## config.mk

```make
export PLATFORM = sky130hd
export DESIGN_NAME = assert_ctrl_sequencer
export DESIGN_NICKNAME = d
export VERILOG_FILES = /design/src/rtl/assert_ctrl_sequencer.sv
export SDC_FILE = /design/constraint.sdc
export NUM_CORES = 1
export LEC_CHECK = 0
export ABC_AREA = 1
export BUFFER_PORTS_ARGS = -buffer_cell sky130_fd_sc_hd__buf_2
export CAP_MARGIN = 20
export CORE_MARGIN = 2
export CORE_UTILIZATION = 55
export CTS_CLUSTER_DIAMETER = 40
export DETAILED_ROUTE_END_ITERATION = 16
export GPL_TIMING_DRIVEN = 0
export PLACE_DENSITY = 0.85
export SLEW_MARGIN = 20
export SYNTH_ARGS = -nofsm -noshare
export SYNTH_HDL_FRONTEND = slang
export SYNTH_SLANG_ARGS = --single-unit
```

## constraint.sdc

```tcl
create_clock -name clk -period 3.39 [get_ports clk]
set_clock_uncertainty 0.05 [all_clocks]
set_input_delay 0.678 -clock clk [delete_from_list [all_inputs] [get_ports clk]]
set_output_delay 0.678 -clock clk [all_outputs]
set_load 0.03 [all_outputs]
```

## src/rtl/assert_ctrl_sequencer.sv

```systemverilog
// Run-time controller for a bank of concurrent checkers: accepts on/off/
// freeze/thaw/clear commands, optionally time-limits off/freeze windows and
// restores them automatically, and keeps qualified-failure bookkeeping.
module assert_ctrl_sequencer #(
  parameter int N_CHK = 8,
  parameter int CNT_W = 16,
  localparam int IDX_W = (N_CHK > 1) ? $clog2(N_CHK) : 1
) (
  input  logic             clk,
  input  logic             rst_n,
  input  logic             cmd_valid,
  output logic             cmd_ready,
  input  logic [2:0]       cmd_op,
  input  logic [N_CHK-1:0] cmd_mask,
  input  logic [CNT_W-1:0] cmd_len,
  input  logic [N_CHK-1:0] chk_fail,
  output logic [N_CHK-1:0] chk_en,
  output logic [N_CHK-1:0] chk_frozen,
  output logic [N_CHK-1:0] chk_kill,
  output logic [CNT_W-1:0] fail_cnt,
  output logic             first_fail_vld,
  output logic [IDX_W-1:0] first_fail_idx,
  output logic             busy
);

  typedef enum logic {IDLE, HOLD} state_t;

  localparam logic [2:0] OP_ON     = 3'd1;
  localparam logic [2:0] OP_OFF    = 3'd2;
  localparam logic [2:0] OP_FREEZE = 3'd3;
  localparam logic [2:0] OP_THAW   = 3'd4;
  localparam logic [2:0] OP_CLR    = 3'd5;

  state_t             state_reg, state_next;
  logic [N_CHK-1:0]   en_reg, en_next;
  logic [N_CHK-1:0]   frozen_reg, frozen_next;
  logic [N_CHK-1:0]   kill_reg, kill_next;
  logic [CNT_W-1:0]   fail_cnt_reg, fail_cnt_next;
  logic               ff_vld_reg, ff_vld_next;
  logic [IDX_W-1:0]   ff_idx_reg, ff_idx_next;
  logic [CNT_W-1:0]   win_cnt_reg, win_cnt_next;
  logic               win_freeze_reg, win_freeze_next;
  logic [N_CHK-1:0]   win_mask_reg, win_mask_next;

  logic [N_CHK-1:0]   qual;
  logic [IDX_W-1:0]   low_idx;
  logic               do_clr;

  // A failure only counts when the checker is enabled and not frozen,
  // judged on the flags as they stood before this edge.
  for (genvar gi = 0; gi < N_CHK; gi++) begin : g_qual
    assign qual[gi] = chk_fail[gi] & en_reg[gi] & ~frozen_reg[gi];
  end

  // Lowest-index qualified checker (descending scan so the lowest wins).
  always_comb begin
    low_idx = '0;
    for (int i = N_CHK - 1; i >= 0; i--) begin
      if (qual[i]) low_idx = IDX_W'(i);
    end
  end

  // Next-state: command decode in IDLE, window countdown/restore in HOLD,
  // then failure bookkeeping (CLR takes priority over a same-edge failure).
  always_comb begin
    state_next      = state_reg;
    en_next         = en_reg;
    frozen_next     = frozen_reg;
    kill_next       = '0;
    fail_cnt_next   = fail_cnt_reg;
    ff_vld_next     = ff_vld_reg;
    ff_idx_next     = ff_idx_reg;
    win_cnt_next    = win_cnt_reg;
    win_freeze_next = win_freeze_reg;
    win_mask_next   = win_mask_reg;
    do_clr          = 1'b0;

    case (state_reg)
      IDLE: begin
        if (cmd_valid) begin
          case (cmd_op)
            OP_ON:     en_next = en_reg | cmd_mask;
            OP_OFF: begin
              en_next   = en_reg & ~cmd_mask;
              kill_next = cmd_mask;
              if (cmd_len != '0) begin
                state_next      = HOLD;
                win_cnt_next    = cmd_len;
                win_freeze_next = 1'b0;
                win_mask_next   = cmd_mask;
              end
            end
            OP_FREEZE: begin
              frozen_next = frozen_reg | cmd_mask;
              if (cmd_len != '0) begin
                state_next      = HOLD;
                win_cnt_next    = cmd_len;
                win_freeze_next = 1'b1;
                win_mask_next   = cmd_mask;
              end
            end
            OP_THAW:   frozen_next = frozen_reg & ~cmd_mask;
            OP_CLR:    do_clr = 1'b1;
            default:   ;
          endcase
        end
      end
      HOLD: begin
        win_cnt_next = win_cnt_reg - CNT_W'(1);
        if (win_cnt_reg == CNT_W'(1)) begin
          state_next = IDLE;
          if (win_freeze_reg) frozen_next = frozen_reg & ~win_mask_reg;
          else                en_next     = en_reg | win_mask_reg;
        end
      end
      default: state_next = IDLE;
    endcase

    if (do_clr) begin
      fail_cnt_next = '0;
      ff_vld_next   = 1'b0;
      ff_idx_next   = '0;
    end else if (qual != '0) begin
      if (fail_cnt_reg != {CNT_W{1'b1}}) fail_cnt_next = fail_cnt_reg + CNT_W'(1);
      if (!ff_vld_reg) begin
        ff_vld_next = 1'b1;
        ff_idx_next = low_idx;
      end
    end
  end

  // State and output registers; reset abandons any open window without restore.
  always_ff @(posedge clk or negedge rst_n) begin
    if (!rst_n) begin
      state_reg      <= IDLE;
      en_reg         <= '1;
      frozen_reg     <= '0;
      kill_reg       <= '0;
      fail_cnt_reg   <= '0;
      ff_vld_reg     <= 1'b0;
      ff_idx_reg     <= '0;
      win_cnt_reg    <= '0;
      win_freeze_reg <= 1'b0;
      win_mask_reg   <= '0;
    end else begin
      state_reg      <= state_next;
      en_reg         <= en_next;
      frozen_reg     <= frozen_next;
      kill_reg       <= kill_next;
      fail_cnt_reg   <= fail_cnt_next;
      ff_vld_reg     <= ff_vld_next;
      ff_idx_reg     <= ff_idx_next;
      win_cnt_reg    <= win_cnt_next;
      win_freeze_reg <= win_freeze_next;
      win_mask_reg   <= win_mask_next;
    end
  end

  assign cmd_ready      = (state_reg == IDLE);
  assign busy           = (state_reg == HOLD);
  assign chk_en         = en_reg;
  assign chk_frozen     = frozen_reg;
  assign chk_kill       = kill_reg;
  assign fail_cnt       = fail_cnt_reg;
  assign first_fail_vld = ff_vld_reg;
  assign first_fail_idx = ff_idx_reg;

endmodule

```

==> results of run 1 <==
worst max-delay path by stage:
stage	start	end	slack, ns	cells after the start
2_1_floorplan	busy$_DFF_PN0_	cmd_ready	1.43	3
4_1_cts	busy$_DFF_PN0_	cmd_ready	0.87	4
5_1_grt	busy$_DFF_PN0_	cmd_ready	0.75	4
6_report	busy$_DFF_PN0_	cmd_ready	0.87	4
3_5_place_dp	cmd_op[0]	register	1.19	10
3_3_place_gp	cmd_op[0]	register	1.19	10
metrics by stage:
stage / hold slack (ns) / instances
5_1_grt: 0.167 / 819
4_1_cts: 0.151 / 819
6_report: 0.150 / 819
2_1_floorplan: 0.332 / 617
3_3_place_gp: 0.418 / 802
3_5_place_dp: 0.422 / 803
layout make-up:
class	instances	area share
Inverter	48	0.0356
Timing Repair Buffer	84	0.0879
Clock inverter	7	0.00963
Buffer	21	0.0250
Multi-Input combinational cell	478	0.444
Sequential cell	70	0.348
Clock buffer	9	0.0245
Tap cell	102	0.0252
cells by family (layout without fill, tap and decap cells):
kind of cell    after synthesis  in the layout  share of synthesized area
compound gates               65             65                     0.0910
xor+xnor                      1              1                    0.00203
fa+ha+maj                     3              3                    0.00869
buf+inv                      69            169                     0.0710
flops                        70             70                      0.408
simple gates                409            409                      0.419
layer usage:
layer / GRT usage / part of all wire / vias to the layer above
li1: - / - / 2227
met1: 0.396 / 0.42 / 2122
met2: 0.473 / 0.47 / 218
met3: 0.0472 / 0.078 / 40
met4: 0.146 / 0.034 / 0
met5: 0 / 0 / -
synth_stat cells (2+ instances only):
cell	count
nand2_1	196
nand3_1	91
nor2_1	64
dfrtp_1	62
inv_1	46
o21ai_0	40
nand4_1	27
o21ai_2	14
buf_2	8
dfstp_2	8
nand3b_1	8
clkbuf_1	6
or2_2	6
nand2_2	5
nor3_1	5
o21bai_1	4
buf_4	3
ha_1	3
nor2_2	3
a21oi_1	2
buf_6	2
inv_2	2
o21ai_1	2
report_power, final:
part / switching, mW / total, mW / internal, mW
sequential: 0.0177 / 0.867 / 0.849
combinational: 0.0683 / 0.108 / 0.0402
clock: 0.351 / 0.618 / 0.266
layout by cell type, fill, tap and decap left out, types with 3 or more instances in the layout:
| master | Yosys | layout |
|---|---|---|
| buf_2 | 8 | 90 |
| buf_4 | 3 | 4 |
| clkbuf_1 | 6 | 6 |
| clkbuf_8 | 0 | 9 |
| clkinv_2 | 0 | 3 |
| dfrtp_1 | 62 | 62 |
| dfstp_2 | 8 | 8 |
| ha_1 | 3 | 3 |
| inv_1 | 46 | 46 |
| nand2_1 | 196 | 196 |
| nand2_2 | 5 | 5 |
| nand3_1 | 91 | 91 |
| nand3b_1 | 8 | 8 |
| nand4_1 | 27 | 27 |
| nor2_1 | 64 | 64 |
| nor2_2 | 3 | 3 |
| nor3_1 | 5 | 5 |
| o21ai_0 | 40 | 40 |
| o21ai_2 | 14 | 14 |
| o21bai_1 | 4 | 4 |
| or2_2 | 6 | 6 |
worst register-to-register path: cells and delay by family (launching register included):
family / cells / cell delay (ns)
compound gates: 1 / 0.07
simple gates: 7 / 0.75
buf+inv: 1 / 0.16
fa+ha+maj: 1 / 0.28
flops: 1 / 0.44
==> flow_summary.ini, run 1 <==
[run_status]
outcome = complete, no violations

[pwr]
p_total_mw = 1.59
vdd_ir_drop_max_mv = 0.206
power.leakage_nw = 2.47
power.density_mw_per_mm2 = 315

[place]
dp_slack_ns = 1.19
dp_hpwl_um = 8700
io_buffers = 83
place_congestion = 0.939
placed_cell_area_mm2 = 0.00489

[critical_path]
end_kind = output port
worstPathRequired_ns = 2.66
reg2reg_slack_ns = 1.56
max_stage_delay_ns = 0.43
r2r_end = fail_cnt[7]$_DFFE_PN0P_
crit_family = buffers and inverters
crit_chain = inv_1 -> buf_2 -> clkbuf_1 -> buf_2
cp_slowest_cell = clkbuf_1
worstSetupStartpointType = register
path_class = reg2out
path_buf_inv = 4
cpMostUsedCell = buf_2
reg2reg_depth = 10
critPathArrivalTime_ns = 1.79
crit_fanout = 10
worstReg2RegStart = fail_cnt[0]$_DFFE_PN0P_

[drt]
antenna_left = 0
drt-pass1-iter-count = 5
wl_um = 12000
post_drt_wl_per_cell_um = 14.6
drc = 0
via_count = 4607
vias_per_cell = 5.63
drt_iter0_drc = 442

[clock_tree]
hold_buffers = 0
h-tree-depth = 3
cts-root-buf = clkbuf_8
cts_sinks = 70
cts_resized = 0
cts.clk_slew.worst_paths_ns = 0.08
cts_made_buffers = 9
cts_tree = yes
clk_latency_ns = 0.36
cts_post_setup_buffers_inserted = 0
clk_path_buf_depth = 2

[synth]
synth-edff-count = 0
syn_inst = 617
yosysTopAreaCellShare = 0.359
ys_types = 33
syn_area_mm2 = 0.00432
syn_avg_cell_area_um2 = 7.00
synthFlopType = dfrtp_1
yosys_warnings = 0
async_flop_share = 1.00
yosysSeqAreaShare = 0.408
synth_top_cell_by_area = dfrtp_1
syn_nets = 658
synthTopCellsByArea = dfrtp_1 36%, nand2_1 17%, nand3_1 11%
synth_seq_cells = 70

[cells_and_area]
n_fill_cell = 673
layout-drive-gt1-share = 0.216
layout.nets = 753
area_delta_synth_final_pct = 17.3
multi_input_area_mm2 = 0.00225
regArea_mm2 = 0.00176
num_antenna_cells = 0
final_util = 0.662
final_area_mm2 = 0.00506

[timing]
max_freq_mhz = 397
layout_setup_ws_ns = 0.874
drv_slew = 0
fin_tns_setup_ns = 0
period_minus_slack_ns = 2.52
tightest_slew_ns = 0.620
hold_viol = 0
grt_setup_unrepaired = false
timing.final.crit_share = 0.742
setup_viol = 0
slew_headroom = 0.586

[flow_run]
cap_violations = 0

[floorplan]
pin_count = 84
start_util = 0.565
rows = 32
dieArea_mm2 = 0.00858
die_h_um = 92.6
core_area_mm2 = 0.00765
die_w_um = 92.6

[global_routing]
overflow = 0
grt_pass1_wl_um = 20200
grt_max_degree = 51
antenna_found_initial = 0
grt.total_usage = 0.297
grt_pass1_vias = 4431

[hold_path]
hold_path_class = in2async
Note: power is estimated with default switching activity, not from simulation.
==> run 2: changes to the inputs <==
--- a/config.mk
+++ b/config.mk
@@ -5,11 +5,11 @@
 export SDC_FILE = /design/constraint.sdc
 export NUM_CORES = 1
 export LEC_CHECK = 0
-export ABC_AREA = 1
+export ABC_AREA = 0
 export BUFFER_PORTS_ARGS = -buffer_cell sky130_fd_sc_hd__buf_2
 export CAP_MARGIN = 20
 export CORE_MARGIN = 2
-export CORE_UTILIZATION = 55
+export CORE_UTILIZATION = 54
 export CTS_CLUSTER_DIAMETER = 40
 export DETAILED_ROUTE_END_ITERATION = 16
 export GPL_TIMING_DRIVEN = 0
==> constraint.sdc (replaced) <==
create_clock -name clk -period 2.5 [get_ports clk]
set_clock_uncertainty 0.05 [all_clocks]
set_input_delay 0.5 -clock clk [delete_from_list [all_inputs] [get_ports clk]]
set_output_delay 0.5 -clock clk [all_outputs]
set_load 0.03 [all_outputs]
==> run 2 against run 1 <==
Sequential cell count unchanged. Routed wire length shrank 16%. Via count shrank 22%. Largest power group unchanged. Sequential share of layout area rose by 4.4 points. Highest routed layer unchanged. Global-route usage fell by 2.0 points. Area after synthesis shrank 15%.
==> flow_summary.ini, run 2 <==
[run_status]
outcome = complete, no violations

[timing]
max_freq_mhz = 425
hold_viol = 0
grt_setup_unrepaired = false
timing.final.crit_share = 0.941
fin_tns_setup_ns = 0
tightest_slew_ns = 0.592
drv_slew = 0
setup_viol = 0
slew_headroom = 0.605
layout_setup_ws_ns = 0.147
period_minus_slack_ns = 2.35

[critical_path]
path_class = reg2out
worstSetupStartpointType = register
cp_slowest_cell = dfrtp_1
worstPathRequired_ns = 1.95
reg2reg_depth = 5
crit_fanout = 10
reg2reg_slack_ns = 0.15
max_stage_delay_ns = 0.51
end_kind = output port
worstReg2RegStart = win_cnt_reg[4]$_DFFE_PN0P_
crit_chain = inv_1 -> clkbuf_1 -> buf_2
critPathArrivalTime_ns = 1.80

[synth]
syn_inst = 386
yosys.area_share.simple = 0.255
synth_top_family_by_area = simple AND/OR/NAND/NOR gates
async_flop_share = 1.00
syn_avg_cell_area_um2 = 9.53
synth-edff-count = 0
yosysMostFrequentCell = dfrtp_1
synth_xor_xnor_area_share = 0.0143
synth_top_cell_by_area = dfrtp_1
synthTopCellsByCount = 62 x dfrtp_1, 48 x nand2_1, 32 x a21oi_1
yosys_warnings = 0
yosysTopAreaCellShare = 0.422
syn_nets = 427
synth_seq_cells = 70
yosysSeqAreaShare = 0.479
synthFlopType = dfrtp_1
syn_area_mm2 = 0.00368
synth_mux_area_frac = 0.00306
synthTopCellsByArea = dfrtp_1 42%, dfstp_2 5.7%, nand2_1 4.9%
synth_compound_area_frac = 0.203
synthAdderAreaFrac = 0.0102
ys_types = 52

[floorplan]
rows = 30
start_util = 0.551
pin_count = 84
dieArea_mm2 = 0.00749
die_w_um = 86.6
die_h_um = 86.6
core_area_mm2 = 0.00668

[global_routing]
grt_max_degree = 59
grt_pass1_wl_um = 16300
overflow = 0
grt_pass1_vias = 3404
grt.total_usage = 0.277
antenna_found_initial = 0

[drt]
post_drt_wl_per_cell_um = 17.7
vias_per_cell = 6.37
drc = 0
drt-pass1-iter-count = 6
wl_um = 10000
via_count = 3613
drt_iter0_drc = 257
antenna_left = 0

[cells_and_area]
num_antenna_cells = 0
layout-drive-gt1-share = 0.261
layout_commonest_cell = buf_2
final_cells = 567
final_cell_mix = 87 x buf_2, 62 x dfrtp_1, 48 x nand2_1, 32 x a21oi_1, 21 x o21ai_0
layout.nets = 523
area_delta_synth_final_pct = 22.3

[clock_tree]
cts_made_buffers = 9
cts-root-buf = clkbuf_8
h-tree-depth = 3
clk_latency_ns = 0.35
cts.clk_slew.worst_paths_ns = 0.08
cts_tree = yes
cts_sinks = 70
cts_post_setup_buffers_inserted = 0
clk_path_buf_depth = 2

[place]
dp_slack_ns = -0.115
place_congestion = 0.886
io_buffers = 83
place_inst = 550
dp_hpwl_um = 6850

[hold_path]
holdPathEnd = win_cnt_reg[12]$_DFFE_PN0P_
hold_path_depth = 3
hold_path_class = in2reg
holdCritStartpoint = cmd_len[12]

[flow_run]
cap_violations = 0

[pwr]
power.leakage_nw = 2.16
power.density_mw_per_mm2 = 607
vdd_ir_drop_max_mv = 0.506
p_total_mw = 2.73
## run 2: cell type report
type,instances,area (µm²)
Multi-Input combinational cell,282,1790
Clock buffer,10,138
Clock inverter,6,116
Fill cell,523,2180
Buffer,20,81.3
Timing Repair Buffer,85,455
Tap cell,80,100
Sequential cell,70,1760
Inverter,14,52.6
## run 2: cells by family (layout without fill, tap and decap cells)
logic type / after synthesis / in the layout
and+or+nand+nor: 160 / 160
buffers and inverters: 34 / 135
AOI/OAI and AO/OA: 112 / 112
adders and majority gates: 3 / 3
muxes: 1 / 1
DFF: 70 / 70
xor gates and xnor gates: 6 / 6
## run 2: critical path, delay by kind of cell (launching register included)
family	cells	cell delay [ns]
buffers and inverters	3	0.95
DFF	1	0.51
## run 2: timing repair
action	in CTS	in global routing
resized for setup	1	2
pin swaps	0	0
endpoints found under the setup margin	8	18
hold buffers	1	0
endpoints found under the hold margin	12	0
## run 2: how the worst max path moves through the flow
stage	start	endpoint	slack, ns
CTS	busy$_DFF_PN0_	fail_cnt[8]$_DFFE_PN0P_	0.11
global route	fail_cnt[0]$_DFFE_PN0P_	fail_cnt[1]$_DFFE_PN0P_	0.01
global placement	win_cnt_reg[10]$_DFFE_PN0P_	register	-0.04
floorplan	fail_cnt[2]$_DFFE_PN0P_	fail_cnt[5]$_DFFE_PN0P_	0.38
detailed placement	win_cnt_reg[10]$_DFFE_PN0P_	register	-0.12
finish	busy$_DFF_PN0_	cmd_ready	0.15
## run 2: stage by stage
step | instance area (µm²) | hold slack, ns | util
2_1_floorplan | 3680 | 0.154 | -
3_3_place_gp | 4200 | 0.423 | 0.628
3_5_place_dp | 4230 | 0.325 | 0.632
4_1_cts | 4490 | 0.328 | 0.672
5_1_grt | 4500 | 0.352 | 0.673
6_report | 4500 | 0.334 | 0.673
## run 2: report_power, final
part,internal [mW],switching (mW)
registers,1.19,0.0786
logic,0.129,0.163
clock network,0.699,0.466
total,2.02,0.707
## run 2: metal layers
metal,wire [µm],global-route usage
met1,4110,0.381
met2,4900,0.445
met3,883,0.0400
met4,151,0.108
met5,0,0
